**src/rtl/npc_unit.sv**
```systemverilog
// rtl/npc_unit.sv - next-PC unit with exception entry/return; NPC_RAS_EN adds an advisory return-address stack
module npc_unit #(
  parameter int               WIDTH        = 32,
  parameter logic [WIDTH-1:0] RESET_VECTOR = '0,
  parameter logic [WIDTH-1:0] EXC_VECTOR   = 'h180,
  parameter int               RAS_DEPTH    = 4
) (
  input  logic             clk,
  input  logic             reset,
  input  logic [2:0]       pc_sel,
  input  logic             stall,
  input  logic             exc_req,
  input  logic [WIDTH-1:0] address_b,
  input  logic [25:0]      address_j,
  input  logic [WIDTH-1:0] address_jr,
  input  logic             link,
  input  logic             ret,
  output logic [WIDTH-1:0] pc,
  output logic [WIDTH-1:0] pc_plus4,
  output logic [WIDTH-1:0] epc,
  output logic [WIDTH-1:0] ras_top,
  output logic             ras_empty,
  output logic             ras_full
);

  localparam logic [2:0] SEL_PLUS4  = 3'd0;
  localparam logic [2:0] SEL_BRANCH = 3'd1;
  localparam logic [2:0] SEL_JUMP   = 3'd2;
  localparam logic [2:0] SEL_JUMPR  = 3'd3;
  localparam logic [2:0] SEL_ERET   = 3'd5;

  logic [WIDTH-1:0] pc_next;
  logic [WIDTH-1:0] jump_target;
  logic             advance;
  logic             unused_bits;

  assign pc_plus4 = pc + WIDTH'(4);
  assign advance  = !reset && !exc_req && !stall;

  // Region bits come from pc+4 so a jump in a delay slot at a region edge lands in the next region.
  if (WIDTH > 28) begin : g_jump_hi
    assign jump_target = {pc_plus4[WIDTH-1:28], address_j, 2'b00};
  end else begin : g_jump_lo
    assign jump_target = {address_j, 2'b00};
  end

  always_comb begin
    pc_next = pc_plus4;
    case (pc_sel)
      SEL_BRANCH: pc_next = pc_plus4 + {address_b[WIDTH-3:0], 2'b00};
      SEL_JUMP:   pc_next = jump_target;
      SEL_JUMPR:  pc_next = {address_jr[WIDTH-1:2], 2'b00};
      SEL_ERET:   pc_next = epc;
      default:    pc_next = pc_plus4;
    endcase
  end

  always_ff @(posedge clk) begin
    if (reset) begin
      pc  <= RESET_VECTOR;
      epc <= '0;
    end else if (exc_req) begin
      epc <= pc;
      pc  <= EXC_VECTOR;
    end else if (!stall) begin
      pc <= pc_next;
    end
  end

`ifdef NPC_RAS_EN
  localparam int PW = (RAS_DEPTH > 2) ? $clog2(RAS_DEPTH) : 1;

  logic [WIDTH-1:0] ras_mem [RAS_DEPTH];
  logic [PW-1:0]    ras_ptr;
  logic [PW-1:0]    ras_top_idx;
  logic [PW:0]      ras_cnt;
  logic             ras_push;
  logic             ras_pop;

  assign ras_push    = advance && (pc_sel == SEL_JUMP) && link;
  assign ras_pop     = advance && (pc_sel == SEL_JUMPR) && ret && !ras_empty;
  assign ras_top_idx = ras_ptr - 1'b1;
  assign ras_empty   = (ras_cnt == '0);
  assign ras_full    = (ras_cnt == (PW+1)'(RAS_DEPTH));
  assign ras_top     = ras_empty ? '0 : ras_mem[ras_top_idx];
  assign unused_bits = ^{address_b[WIDTH-1:WIDTH-2], address_jr[1:0]};

  // Circular buffer: a push when full overwrites the oldest slot and the count saturates.
  always_ff @(posedge clk) begin
    if (reset) begin
      ras_ptr <= '0;
      ras_cnt <= '0;
    end else if (ras_push) begin
      ras_ptr <= ras_ptr + 1'b1;
      if (!ras_full) ras_cnt <= ras_cnt + 1'b1;
    end else if (ras_pop) begin
      ras_ptr <= ras_ptr - 1'b1;
      ras_cnt <= ras_cnt - 1'b1;
    end
  end

  always_ff @(posedge clk) begin
    if (ras_push) ras_mem[ras_ptr] <= pc_plus4;
  end
`else
  assign ras_top     = '0;
  assign ras_empty   = 1'b1;
  assign ras_full    = 1'b0;
  assign unused_bits = ^{address_b[WIDTH-1:WIDTH-2], address_jr[1:0], link, ret, advance};
`endif

endmodule
```
**config.mk**
```make
export PLATFORM = sky130hd
export DESIGN_NAME = npc_unit
export DESIGN_NICKNAME = d
export VERILOG_FILES = /design/src/rtl/npc_unit.sv
export SDC_FILE = /design/constraint.sdc
export NUM_CORES = 1
export LEC_CHECK = 0
export ABC_AREA = 1
export CORE_ASPECT_RATIO = 1.5
export CORE_MARGIN = 3
export CORE_UTILIZATION = 42
export DETAILED_ROUTE_END_ITERATION = 12
export GPL_TIMING_DRIVEN = 0
export PLACE_DENSITY = 0.85
export SYNTH_ARGS = -nofsm -noshare
export SYNTH_HDL_FRONTEND = slang
export SYNTH_SLANG_ARGS = --single-unit
```
**constraint.sdc**
```tcl
create_clock -name clk -period 2.7 [get_ports clk]
set_input_delay 0.81 -clock clk [delete_from_list [all_inputs] [get_ports clk]]
set_output_delay 0.81 -clock clk [all_outputs]
set_load 0.02 [all_outputs]
```
* After elaboration in Yosys (flattened, before gate mapping)
Index checks and enable logic that the tools add are counted.
** Operators by class
- Add/sub/neg operators :: 2
- Multipliers :: 0
- Divide/modulo/power cells :: 0
- $lt $le $gt $ge :: 0
- Eq/ne operators :: 5
- Shift operators :: 0
- Mux-type cells :: 3
- Bitwise gates (word level) :: 0
- Reductions and logical operators :: 1
** Operators by type and width (count)
- $pmux W32 S4 :: 1
- $add A32 B3 Y32 const B :: 1
- $add A32 B32 Y32 :: 1
- $mux W9 :: 2
- $eq A3 B2 Y1 const B :: 2
- $eq A3 B1 Y1 const B :: 1
- $eq A3 B3 Y1 const B :: 1
- $ne A2 B1 Y1 const B :: 1
- $reduce_or A2 Y1 :: 1
** Storage, ports and cells
- Bits in registers :: 64
- Bits in latches :: 0
- Memory bits (writable) :: 0
- Bits in read-only memories :: 0
- Input port bits :: 99
- Output and inout bits :: 130
- Logic and storage cells :: 14
- Memories :: 0

* Longest topological paths before layout
- Depth after elaboration :: 5
- Mapped depth :: 26

* Worst setup path after synthesis
OpenSTA, ideal clock, no wires.
- Kind :: register -> register
- From :: reg pc[2]
- To :: reg pc[30]
- Setup time :: 0.109 ns
- Data arrival time :: 2.991 ns
- Required time :: 2.591 ns
- Setup slack :: -0.400 ns
- Stages on the path, launching flop included :: 18
- Buffers on the path :: 0
- Path through :: dfxtp_1 > inv_1 > nor2_2 > nand2_2 > nor2_4 > nand2_1 > xnor2_1 > ha_1 > a21oi_1 > o21ai_0 > a21oi_1 > nor2_1 > nor2_1 > nand3b_1 > nand3_1 > nand3_1 > nand2_1 > inv_1
** On the way
- Cells in the longest elaborated chain, start to end :: 3
** Ends and longest elaborated chain
- from (decl) :: RTL line 18 : output logic [WIDTH-1:0] pc,
- from (signal assigned) :: RTL line 66 : pc <= pc_next;
- $add A32 B3 Y32 :: RTL line 37 : assign pc_plus4 = pc + WIDTH'(4);
- via pc_plus4[2] :: RTL line 19 : output logic [WIDTH-1:0] pc_plus4,
- $add A32 B32 Y32 :: RTL line 50 : SEL_BRANCH: pc_next = pc_plus4 + {address_b[WIDTH-3:0], 2'b00};
- $pmux W32 S4 :: RTL line 49 : case (pc_sel)
The timed path passes the listed nets, and every way through them passes these cells.
A chain may end at the register's enable or synchronous reset.

* Worst setup path in the final report
- From :: reg pc[2]
- To :: reg pc[29]
** On the way
- Cells in the longest elaborated chain, start to end :: 3
** Ends and longest elaborated chain (RTL line)
- $add A32 B3 Y32 * :: 37
- $add A32 B32 Y32 :: 50
- $pmux W32 S4 * :: 49
Every way passes the cells marked *; elsewhere a longest branch is shown, timed or not.

==> flow_metrics.tcl <==
set metrics [dict create \
    setup_repair_after_global_routing_missed_its_margin "true" \
    ctsHtreeMaxLevel 3 \
    final_util_pct 75.7 \
    detailedRoute.firstPassIterationCount 8 \
    insertion_delay_ns 0.34 \
    post_synth_instance_area_sq_um 6370 \
    die_area_sq_um 16700 \
    routed_wirelength_um 32100 \
    route.detailed.vias_per_inst 5.68 \
    failing_checks "setup timing" \
    max-slew-margin-rel_pct 48.3 \
    cts.sinks 64 \
    vias_in_the_first_global_route 8301 \
    final_nets 1516 \
    drv_slew 0 \
    crit_path_max_fanout 4 \
    setup_violations 42 \
    drcViolationCount 0 \
    gp_congestion 0.990 \
    finalPower_mw 3.71 \
    hpwl_um 23400 \
    run_status "finished with violations" \
    hold_slack_ns 0.487 \
    critPathKind "reg -> reg" \
    clock-skew-final_ns 0.00706 \
    diode_count 0 \
    period_share_pct 114 \
    flow.area_growth_from_synthesis_pct 75.2 \
    max_cap_viol_count 0 \
    critPathBufInv 3 \
    post-route-worst-setup-slack_ns -0.367 \
    grt_pass1_wl_um 44000 \
    timing.rr.end "pc[29]" \
    drive_above_1_share_pct 33.9 \
    hold_viol_final 0 \
    netlist-cell-type-count 40 \
    floorplan.core_area_sq_um 14700 \
    initial_core_util_pct 43.2 \
    hp-start "epc[27]" \
    leakagePower_nw 5.03 \
    tritoncts "done" \
    routed-via-count 8987 \
    seqCellArea_sq_um 1350 \
    number_of_antenna_violations_at_the_first_check_in_global_routing 0 \
    synthesis.instances 1085 \
    critical-path-slowest-cell "dfxtp_4" \
    p_per_area_nw_per_um2 333 \
    cts.path.max_buffers 2 \
    grt_overflow_total 0 \
    drt_iter0_drc 797 \
    synth_top_flop_cell "dfxtp_1" \
    io_pins 229 \
    chipWidth_um 107 \
    tightestPinTransition_ns 0.776 \
    cp-start-kind "flop" \
    area_used_by_multi_input_combinational_logic_sq_um 5830 \
    grtUsageMet3_pct 3.67 \
    hold_path_class "reg -> reg" \
    endpoint_worst_hold "epc[27]" \
    avgSynthCellArea_sq_um 5.87 \
    worstReg2RegStart "pc[2]" \
    layout_min_cycle_time_ns 3.07 \
    wl_per_cell_um 20.3 \
    power.ir.vdd_worst_mv 0.397 \
    rrSetupSlack_ns -0.37 \
    achievable-frequency_ghz 0.326 \
    slowest_delay_ns 0.39 \
    cts.clk_slew.worst_paths_ns 0.06 \
    count_of_flip_flops_with_a_built_in_enable_after_synthesis 0 \
    ys_warn_count 0 \
    root_buffer "clkbuf_16" \
    cts-buffers-inserted 9 \
    async_set_or_reset_flop_fraction_in_the_synthesized_netlist_pct 0 \
    groute.layer.met2.usage_pct 63.3 \
    endpoint_kind "flop" \
    crit_path_cell_trace "ha_4 -> nand2_4 -> inv_4 -> nand3_4 -> inv_2 -> nand3b_1 -> nor3_2 -> nand4_1 -> nand2_2 -> inv_4 -> ha_4 -> a21oi_2 -> nor2_1 -> nor2_1 -> nand2_1 -> a21oi_2 -> nand2_1 -> nand2_1 -> nand3_2 -> nand2_2 -> nand2_2 -> a21oi_2" \
    die_height_um 157 \
    worst-endpoint-arrival_ns 3.34 \
    crit_required_ns 2.97 \
    dp_slack_ns -0.752 \
    gr-usage-all-layers_pct 34.1 \
    fillCellCount 1092 \
    grt_busiest_layer "met2" \
    synth_seq_cells 64 \
    grt_max_degree 14 \
    hold_depth 2 \
    port_buffer_cells 187 \
    rows 54 \
    worst-r2r-cell-count 22 \
    worst_path_dominant_cell_family "simple AND/OR/NAND/NOR gates" \
    ant_nets 0 \
    yosysSeqAreaShare_pct 20.1 \
    gr-usage-met1_pct 37.9 \
]
per-stage QoR:
| stage | cell area [sq um] | setup TNS, ns | cells |
|---|---|---|---|
| after global routing | 11200 | -9.45 | 1581 |
| after global placement | 8830 | -20.66 | 1500 |
| after detailed placement | 8830 | -21.26 | 1500 |
| after CTS | 10100 | -4.48 | 1548 |
| final | 11200 | -6.35 | 1581 |
| after floorplan | 6720 | -0.197 | 1117 |
synthesized netlist by cell type, drive strengths merged, types with 21 or more instances:
cell,number,share of area [%]
a211oi,31,3.7
a21oi,78,6.2
buf,45,5.0
clkbuf,23,1.4
dfxtp,64,20
ha,36,7.1
inv,163,9.6
nand2,311,18
nand3,60,4.8
nand4,21,2.1
nor2,107,6.5
o21ai,56,4.5
area by class of cell:
type | instances | area share, %
multi-input cells | 822 | 52.3
repair buffers | 252 | 21.4
flip-flops and latches | 64 | 12.1
inverters | 163 | 5.69
plain buffers | 68 | 3.68
well taps | 196 | 2.20
clock buffers | 10 | 2.05
clock inverters | 6 | 0.628
kinds of logic after synthesis:
family                     after synthesis  synth area share (%)
DFF                                     64                  20.1
other                                    2                 0.118
AOI/OAI and AO/OA                      205                  19.5
xor gates and xnor gates                17                  2.34
buffers and inverters                  231                  15.9
adders and majority gates               37                  7.39
and+or+nand+nor                        529                  34.6
flip-flops by register name (all words and copies together), names as in the netlist, named ones only:
name  count
epc      32
pc       30
per-layer routing:
metal  share of wire [%]  up-vias
li1                    -     4050
met1                  34     4144
met2                  50      607
met3                 7.8      186
met4                 7.4        0
met5                   0        -
worst reg2reg max path: cells and delay by family (launching register included):
family	cells	cell delay, ns
and+or+nand+nor	14	1.57
DFF	1	0.39
adders and majority gates	2	0.40
buffers and inverters	3	0.21
AOI/OAI and AO/OA	3	0.44
worst max-delay path by stage:
stage,slack [ns],start,to,depth (start not counted)
final,-0.37,pc[2],pc[29],22
after global routing,-0.49,pc[2],pc[29],22
after CTS,-0.26,pc[2],pc[31],22
after detailed placement,-0.75,pc[5],pc[23],19
after global placement,-0.80,pc[3],pc[29],19
after floorplan,-0.07,pc[2],pc[30],17
cell usage in the layout (no fill, tap or decap), types with 9 or more instances in the layout:
master	n
a211oi_1	31
nand2_4	19
o21ai_0	31
nand2_1	214
dfxtp_1	41
nand3_1	44
a21oi_2	18
nor2_4	26
clkbuf_1	24
nor2_1	65
conb_1	34
nand4_1	21
a22o_1	9
clkbuf_16	9
nor2_2	16
nand2_2	77
nand3_2	11
buf_6	22
a221oi_1	12
inv_1	126
ha_4	32
inv_2	29
o21ai_1	17
dfxtp_4	16
clkdlybuf4s50_1	158
buf_4	96
buf_2	10
a21oi_1	56
where the power goes:
part / leakage (nW) / switching [mW] / internal (mW)
registers: 0.539 / 0.0643 / 0.984
logic: 4.35 / 0.835 / 0.633
clock network: 0.135 / 0.477 / 0.720
what timing repair did:
action | in CTS | in global routing
pin swaps | 58 | 90
hold buffers | 0 | 0
buffers inserted | 32 | 33
gates resized for setup | 293 | 232
endpoints found under the setup margin | 52 | 51
Note: power is estimated with default switching activity, not from simulation.
